$ cat src/rtl/bcd_updown_counter_if.sv
// Bus bundle for bcd_updown_counter: count control, load data, count and status.
// The counter drives q/tc/err/cout through the slave modport; the user drives
// en/dir/ld/d through the master modport.
interface bcd_updown_counter_if #(
   parameter int DIGITS = 4
);
   logic                en;
   logic                dir;
   logic                ld;
   logic [4*DIGITS-1:0] d;
   logic [4*DIGITS-1:0] q;
   logic                tc;
   logic                err;
   logic                cout;

   modport master (output en, dir, ld, d, input q, tc, err, cout);
   modport slave  (input en, dir, ld, d, output q, tc, err, cout);
endinterface

$ cat src/rtl/bcd_updown_counter.sv
// Multi-digit BCD up/down counter with count enable, synchronous parallel load
// with digit validation, terminal-count pulse and cascade carry/borrow.
// Optional feature macro: BCD_UPDOWN_COUNTER_SAT_EN -- when defined the count
// saturates at all-9s (up) or 0 (down) instead of wrapping, and cout is tied low.
module bcd_updown_counter #(
   parameter int DIGITS = 4
) (
   input  logic                clk,
   input  logic                clr,
   bcd_updown_counter_if.slave bus
);
   localparam int           W         = 4 * DIGITS;
   localparam logic [W-1:0] ALL_NINES = {DIGITS{4'h9}};

   logic [W-1:0] q_q, q_d;
   logic         tc_q, tc_d;
   logic         err_q, err_d;
   logic [W-1:0] inc_val, dec_val, load_val;
   logic         load_bad;
   logic         at_max, at_zero;

   assign at_max  = (q_q == ALL_NINES);
   assign at_zero = (q_q == '0);

   // Decimal +1 and -1 of the current count, rippling carry/borrow one nibble at a time.
   always_comb begin : arith
      logic carry;
      logic borrow;
      // NOTE: every variable written here gets a default first, so no path leaves it unassigned and no latch is inferred.
      inc_val = q_q;
      dec_val = q_q;
      carry   = 1'b1;
      borrow  = 1'b1;
      for (int k = 0; k < DIGITS; k++) begin
         if (carry) begin
            if (q_q[4*k +: 4] == 4'd9) begin
               inc_val[4*k +: 4] = 4'd0;
            end else begin
               inc_val[4*k +: 4] = q_q[4*k +: 4] + 4'd1;
               carry             = 1'b0;
            end
         end
         if (borrow) begin
            if (q_q[4*k +: 4] == 4'd0) begin
               dec_val[4*k +: 4] = 4'd9;
            end else begin
               dec_val[4*k +: 4] = q_q[4*k +: 4] - 4'd1;
               borrow            = 1'b0;
            end
         end
      end
   end

   // Load value with every non-decimal digit forced to 0, plus the invalid-digit flag.
   always_comb begin : sanitise
      load_val = bus.d;
      load_bad = 1'b0;
      for (int k = 0; k < DIGITS; k++) begin
         if (bus.d[4*k +: 4] > 4'd9) begin
            load_val[4*k +: 4] = 4'd0;
            load_bad           = 1'b1;
         end
      end
   end

   // Next count and status pulses: load beats count, count beats hold.
   always_comb begin : next_state
      q_d   = q_q;
      tc_d  = 1'b0;
      err_d = 1'b0;
      if (bus.ld) begin
         q_d   = load_val;
         err_d = load_bad;
      end else if (bus.en) begin
         if (bus.dir) begin
`ifdef BCD_UPDOWN_COUNTER_SAT_EN
            if (!at_max) q_d = inc_val;
`else
            q_d = inc_val;
`endif
            tc_d = at_max;
         end else begin
`ifdef BCD_UPDOWN_COUNTER_SAT_EN
            if (!at_zero) q_d = dec_val;
`else
            q_d = dec_val;
`endif
            tc_d = at_zero;
         end
      end
   end

   // Count and status registers, cleared asynchronously by clr.
   // NOTE: state registers use non-blocking assignments so every flop samples pre-edge values.
   always_ff @(posedge clk or negedge clr) begin : regs
      if (!clr) begin
         q_q   <= '0;
         tc_q  <= 1'b0;
         err_q <= 1'b0;
      end else begin
         q_q   <= q_d;
         tc_q  <= tc_d;
         err_q <= err_d;
      end
   end

   assign bus.q   = q_q;
   assign bus.tc  = tc_q;
   assign bus.err = err_q;

`ifdef BCD_UPDOWN_COUNTER_SAT_EN
   // A saturating counter never hands a carry on, so cascading is disabled.
   assign bus.cout = 1'b0;
`else
   // High exactly in the cycle before a wrap; feeds en of the next-higher decade group.
   assign bus.cout = bus.en & ~bus.ld & (bus.dir ? at_max : at_zero);
`endif

endmodule

$ cat src/flat_wrapper.sv
// flat-port wrapper written by rule: the top's interface ports become plain ports
module bcd_updown_counter_flat 
#(
   parameter int DIGITS = 4
)
  (clk, clr, bus_en, bus_dir, bus_ld, bus_d, bus_q, bus_tc, bus_err, bus_cout);
  bcd_updown_counter_if #(.DIGITS(DIGITS)) bus_i ();
  input  logic clk;
  input  logic clr;
  input wire logic [$bits(bus_i.en)-1:0] bus_en;
  input wire logic [$bits(bus_i.dir)-1:0] bus_dir;
  input wire logic [$bits(bus_i.ld)-1:0] bus_ld;
  input wire logic [$bits(bus_i.d)-1:0] bus_d;
  output wire logic [$bits(bus_i.q)-1:0] bus_q;
  output wire logic [$bits(bus_i.tc)-1:0] bus_tc;
  output wire logic [$bits(bus_i.err)-1:0] bus_err;
  output wire logic [$bits(bus_i.cout)-1:0] bus_cout;
  assign bus_i.en = bus_en;
  assign bus_i.dir = bus_dir;
  assign bus_i.ld = bus_ld;
  assign bus_i.d = bus_d;
  assign bus_q = bus_i.q;
  assign bus_tc = bus_i.tc;
  assign bus_err = bus_i.err;
  assign bus_cout = bus_i.cout;
  bcd_updown_counter #(.DIGITS(DIGITS)) u_core (.clk(clk), .clr(clr), .bus(bus_i));
endmodule
$ cat config.mk
export PLATFORM = sky130hd
export DESIGN_NAME = bcd_updown_counter_flat
export DESIGN_NICKNAME = d
export VERILOG_FILES = /design/src/rtl/bcd_updown_counter_if.sv /design/src/rtl/bcd_updown_counter.sv /design/src/flat_wrapper.sv
export SDC_FILE = /design/constraint.sdc
export NUM_CORES = 1
export LEC_CHECK = 0
export ABC_AREA = 1
export CAP_MARGIN = 20
export CORE_MARGIN = 5
export CORE_UTILIZATION = 50
export CTS_BUF_LIST = sky130_fd_sc_hd__clkbuf_4 sky130_fd_sc_hd__clkbuf_8
export DETAILED_ROUTE_END_ITERATION = 8
export MAX_ROUTING_LAYER = met4
export PLACE_DENSITY = 0.86
export SLEW_MARGIN = 40
export SYNTH_ARGS = -nofsm -noshare
export SYNTH_HDL_FRONTEND = slang
export SYNTH_SLANG_ARGS = --single-unit
$ cat constraint.sdc
create_clock -name clk -period 2.28 [get_ports clk]
set_input_delay 0.456 -clock clk [delete_from_list [all_inputs] [get_ports clk]]
set_output_delay 0.456 -clock clk [all_outputs]
set_load 0.005 [all_outputs]
Word level (Yosys, flattened, before mapping)
Cells that the tools add are included.

Input bits: 21. Word-level logic and storage cells: 80. Register bits: 18.

Reductions and logical operators: 12. Bitwise gates (word level): 3. $lt $le $gt $ge: 4. Add/sub/neg operators: 8. Muxes and demuxes: 39. Eq/ne operators: 8.

Operators with widths (count): $mux W4 (18); $mux W16 (3); $mux W1 (18); $add A4 B1 Y4 const B (4); $eq A16 B16 Y1 const B (1); $eq A4 B4 Y1 const B (4); $gt A4 B4 Y1 const B (4); $logic_not A16 Y1 (1); $logic_not A4 Y1 (4); $sub A4 B1 Y4 const B (4); $ne A3 B1 Y1 const B (3); $reduce_and A3 Y1 (3); $reduce_bool A3 Y1 (3); $and A1 B1 Y1 (2); $reduce_bool A2 Y1 (1); $not A1 Y1 (1).

Logic depth before layout (Yosys ltp)
Depth after elaboration: 8. Depth in mapped cells: 10. Depth with buffers taken out: 10.

Least setup slack after synthesis
No wires, ideal clock.

Kind: register to output. From: register u_core.q_q[0] (netlist: u_core.bus.q[0]). To: output port bus_cout. Cell stages (with the launch flop): 8. Data required time: 1.824 ns. Slack: 0.700 ns. Arrival time: 1.124 ns. Cell sequence: dfrtp_1 nor2_2 nand2_1 nor2_2 nand2_1 nand2_1 nand2_1 a21oi_1.

Longest elaborated chain between the ends: 3.

RTL lines: start: declaration (RTL line bcd_updown_counter.sv:15) `logic [W-1:0] q_q, q_d;`; start signal: assignment (RTL line bcd_updown_counter.sv:101) `q_q <= q_d;`; $eq A16 B16 Y1 / $logic_not A16 Y1 (equally long branches) (RTL line bcd_updown_counter.sv:22, bcd_updown_counter.sv:23); $mux W1 (*) (RTL line bcd_updown_counter.sv:116) `assign bus.cout = bus.en & ~bus.ld & (bus.dir ? at_max : at_zero);`; $and A1 B1 Y1 (*) (RTL line bcd_updown_counter.sv:116); end: declaration (RTL line flat_wrapper.sv:17) `output wire logic [$bits(bus_i.cout)-1:0] bus_cout;`.

Mark *: on every way between the ends. The rest lies on a longest branch, timed or not.

Final worst setup path
From: register u_core.q_q[1] (netlist: u_core.bus.q[1]). To: output port bus_cout.

The elaborated chain is that of the path after synthesis.

==> metrics.md <==
| Metric | Value |
|---|---|
| Max-cap violations | `0` |
| Skew final | `0.00782 ns` |
| Die Y | `about 66 µm` |
| Max Freq | `473 MHz` |
| H-tree depth | `1` |
| Iter 0 DRT Violations | `173` |
| Syn Nets | `~290` |
| Worst R2R Path Depth | `9` |
| CTS tree | `done` |
| Layout cells sized above 1 | `0.152` |
| Worst-case clock buffer depth | `2` |
| DR vias | `about 1,900` |
| Initial antenna violation count | `0` |
| WL final | `4330 µm` |
| Final worst setup slack | `0.164 ns` |
| RSZ-0062 raised after global routing | `false` |
| Vias per cell | `between 5 and 6` |
| Reg-to-reg endpoint | `u_core.bus.q[15]` |
| CTS buffer count | `3` |
| Measured slew at the worst slew-check pin | `about 0.52 ns` |
| Seq/Total Area, Yosys | `0.288` |
| Pre-antenna DRT Iters | `5` |
| Largest net degree at the start of global routing | `23` |
| Post-synthesis instance total | `between 200 and 300` |
| Number of global-route vias before repair | `1,732` |
| Count of cell types in the netlist | `22` |
| Rows | `20` |
| Setup CP Type | `reg -> out` |
| Max transition margin | `0.647` |
| DIE WIDTH | `around 66 µm` |
| Final Instance Area | `2160 µm²` |
| Critical Path RT | `approximately 1.8 ns` |
| Dpl ws | `-0.0449 ns` |
| Final Wtd Congestion | `roughly 0.95` |
| Post-synth design cell area | `~1600 µm²` |
| Crit end category | `output port` |
| CP Launch Type | `flip-flop` |
| Min Tclk post-route | `roughly 2.1 ns` |
| Yosys warnings | `0` |
| Core area | `around 3000 µm²` |
| Hold Path Class | `in -> async` |
| Die area | `about 4300 µm²` |
| Inserted Diodes | `0` |
| Global-route usage over all layers | `0.222` |
| Worst-path maximum fanout | `4` |
| Port Buf Inserts | `39` |
| Post-DP HPWL | `between 3000 and 4000 µm` |
| Crit path arrival time | `1.66 ns` |
| Maximum VDD drop | `0.370 mV` |
| Clk sinks | `18` |
| Clock-pin slew on the worst setup and hold paths | `0.12 ns` |
| Global-route wire length before repair | `roughly 7500 µm` |
| P_leak | `1.10 nW` |
| Pwr dens | `a little under 700 nW/µm²` |
| Final period util | `0.928` |
| # nets final | `~340` |
| Io pins | `40` |
| Post-DRT Antenna Nets | `0` |
| Status | `complete, no violations` |
| Hold-fix buffers at CTS | `0` |
| Final setup fails | `0` |
| Area Overhead vs Synth | `38.3%` |
| R2R Setup Slk | `about 0.75 ns` |
| Reg2reg start | `u_core.bus.q[2]` |
| Yosys reg bits | `18` |
| DR DRC count | `0` |
| Total Power | `between 1 and 1.5 mW` |
| Clock root buffer | `clkbuf_4` |
| Placed cell area | `about 2100 µm²` |
| Hold Vio Cnt, Final | `0` |
| Initial core utilization | `0.516` |
| Clk Latency, worst-skew pair | `roughly 0.3 ns` |
| Remaining Overflow, GRT | `0` |
| WL/cell | `11.8 µm` |
| Syn Area/Cell | `5.90 µm²` |
| Slew Viols, Final | `0` |
## registers in the layout (all words and copies together) (netlist names)
register        flops
u_core.bus.tc       1
u_core.bus.err      1
u_core.bus.q       16
## worst max-delay path by stage
stage                    startpoint  slack (ns)       end
floorplan           u_core.bus.q[0]        0.70  bus_cout
global placement            bus_dir       -0.02  bus_cout
detailed placement          bus_dir       -0.04  bus_cout
CTS                 u_core.bus.q[5]        0.16  bus_cout
global route        u_core.bus.q[3]       0.004  bus_cout
finish              u_core.bus.q[1]        0.16  bus_cout
## synth_stat cells, drive strengths merged
| master | n | area, µm² |
|---|---|---|
| dfrtp | 18 | 450 |
| nand3 | 32 | 170 |
| inv | 36 | 135 |
| a21oi | 8 | 40.0 |
| a41oi | 1 | 8.76 |
| o21ai | 24 | 124 |
| nand2 | 98 | 373 |
| nor2 | 34 | 163 |
| nand4 | 3 | 18.8 |
| buf | 3 | 21.3 |
| a22oi | 1 | 7.51 |
| o211ai | 4 | 30.0 |
| a31oi | 2 | 12.5 |
| xor2 | 1 | 8.76 |
## cell usage in the layout (no fill, tap or decap), drive strengths merged
master,synthesis,layout
o21ai,24,24
dfrtp,18,18
inv,36,36
a21oi,8,8
clkbuf,0,4
nand3,32,32
xor2,1,1
dlygate4sd2,0,1
nand4,3,3
clkdlybuf4s50,0,38
a22oi,1,1
buf,3,17
nor2,34,34
o211ai,4,4
a41oi,1,1
nand2,98,98
a31oi,2,2
## critical path, stage by stage (launching register included)
cell	delay, ns
dfrtp_1	0.44
nor2_2	0.15
nand2_1	0.11
nor2_2	0.11
nand2_1	0.08
nand2_1	0.06
nand2_1	0.06
a21oi_1	0.11
dlygate4sd2_1	0.24
## layer usage
layer,GRT usage,up-vias,part of all wire
li1,-,972,-
met1,0.291,841,0.46
met2,0.369,63,0.48
met3,0.0238,8,0.048
met4,0.0492,0,0.014
met5,-,-,0
## per-stage QoR
stage	utilization	TNS, ns	instances	hold WS [ns]
final	0.714	0	366	0.471
after global routing	0.714	0	366	0.492
after floorplan	-	0	265	0.160
after global placement	0.683	-0.0195	356	0.535
after CTS	0.713	0	366	0.465
after detailed placement	0.683	-0.0449	356	0.569
## repair_timing
item | in CTS | in global routing
pin swaps | 3 | 0
hold endpoints to repair | 0 | 0
setup endpoints to repair | 1 | 1
buffers inserted | 6 | 0
gates cloned | 0 | 0
gates resized for setup | 6 | 1
## kinds of logic (layout without fill, tap and decap cells)
family / after synthesis / after routing / share of synthesized area
AOI/OAI and AO/OA: 40 / 40 / 0.143
buffers and inverters: 39 / 96 / 0.100
and+or+nand+nor: 167 / 167 / 0.464
DFF: 18 / 18 / 0.288
xor gates and xnor gates: 1 / 1 / 0.00561
## layout make-up
type                    instances  area [µm²]
clock buffers                   4        36.3
fillers                       258         867
well taps                      44        55.1
flip-flops and latches         18         454
repair buffers                 56         517
multi-input cells             208         963
inverters                      36         135
## report_power, final
group,internal [mW],switching [mW]
logic,0.362,0.406
clock network,0.0974,0.109
registers,0.393,0.0980
Power figures use the tool's default switching activity.
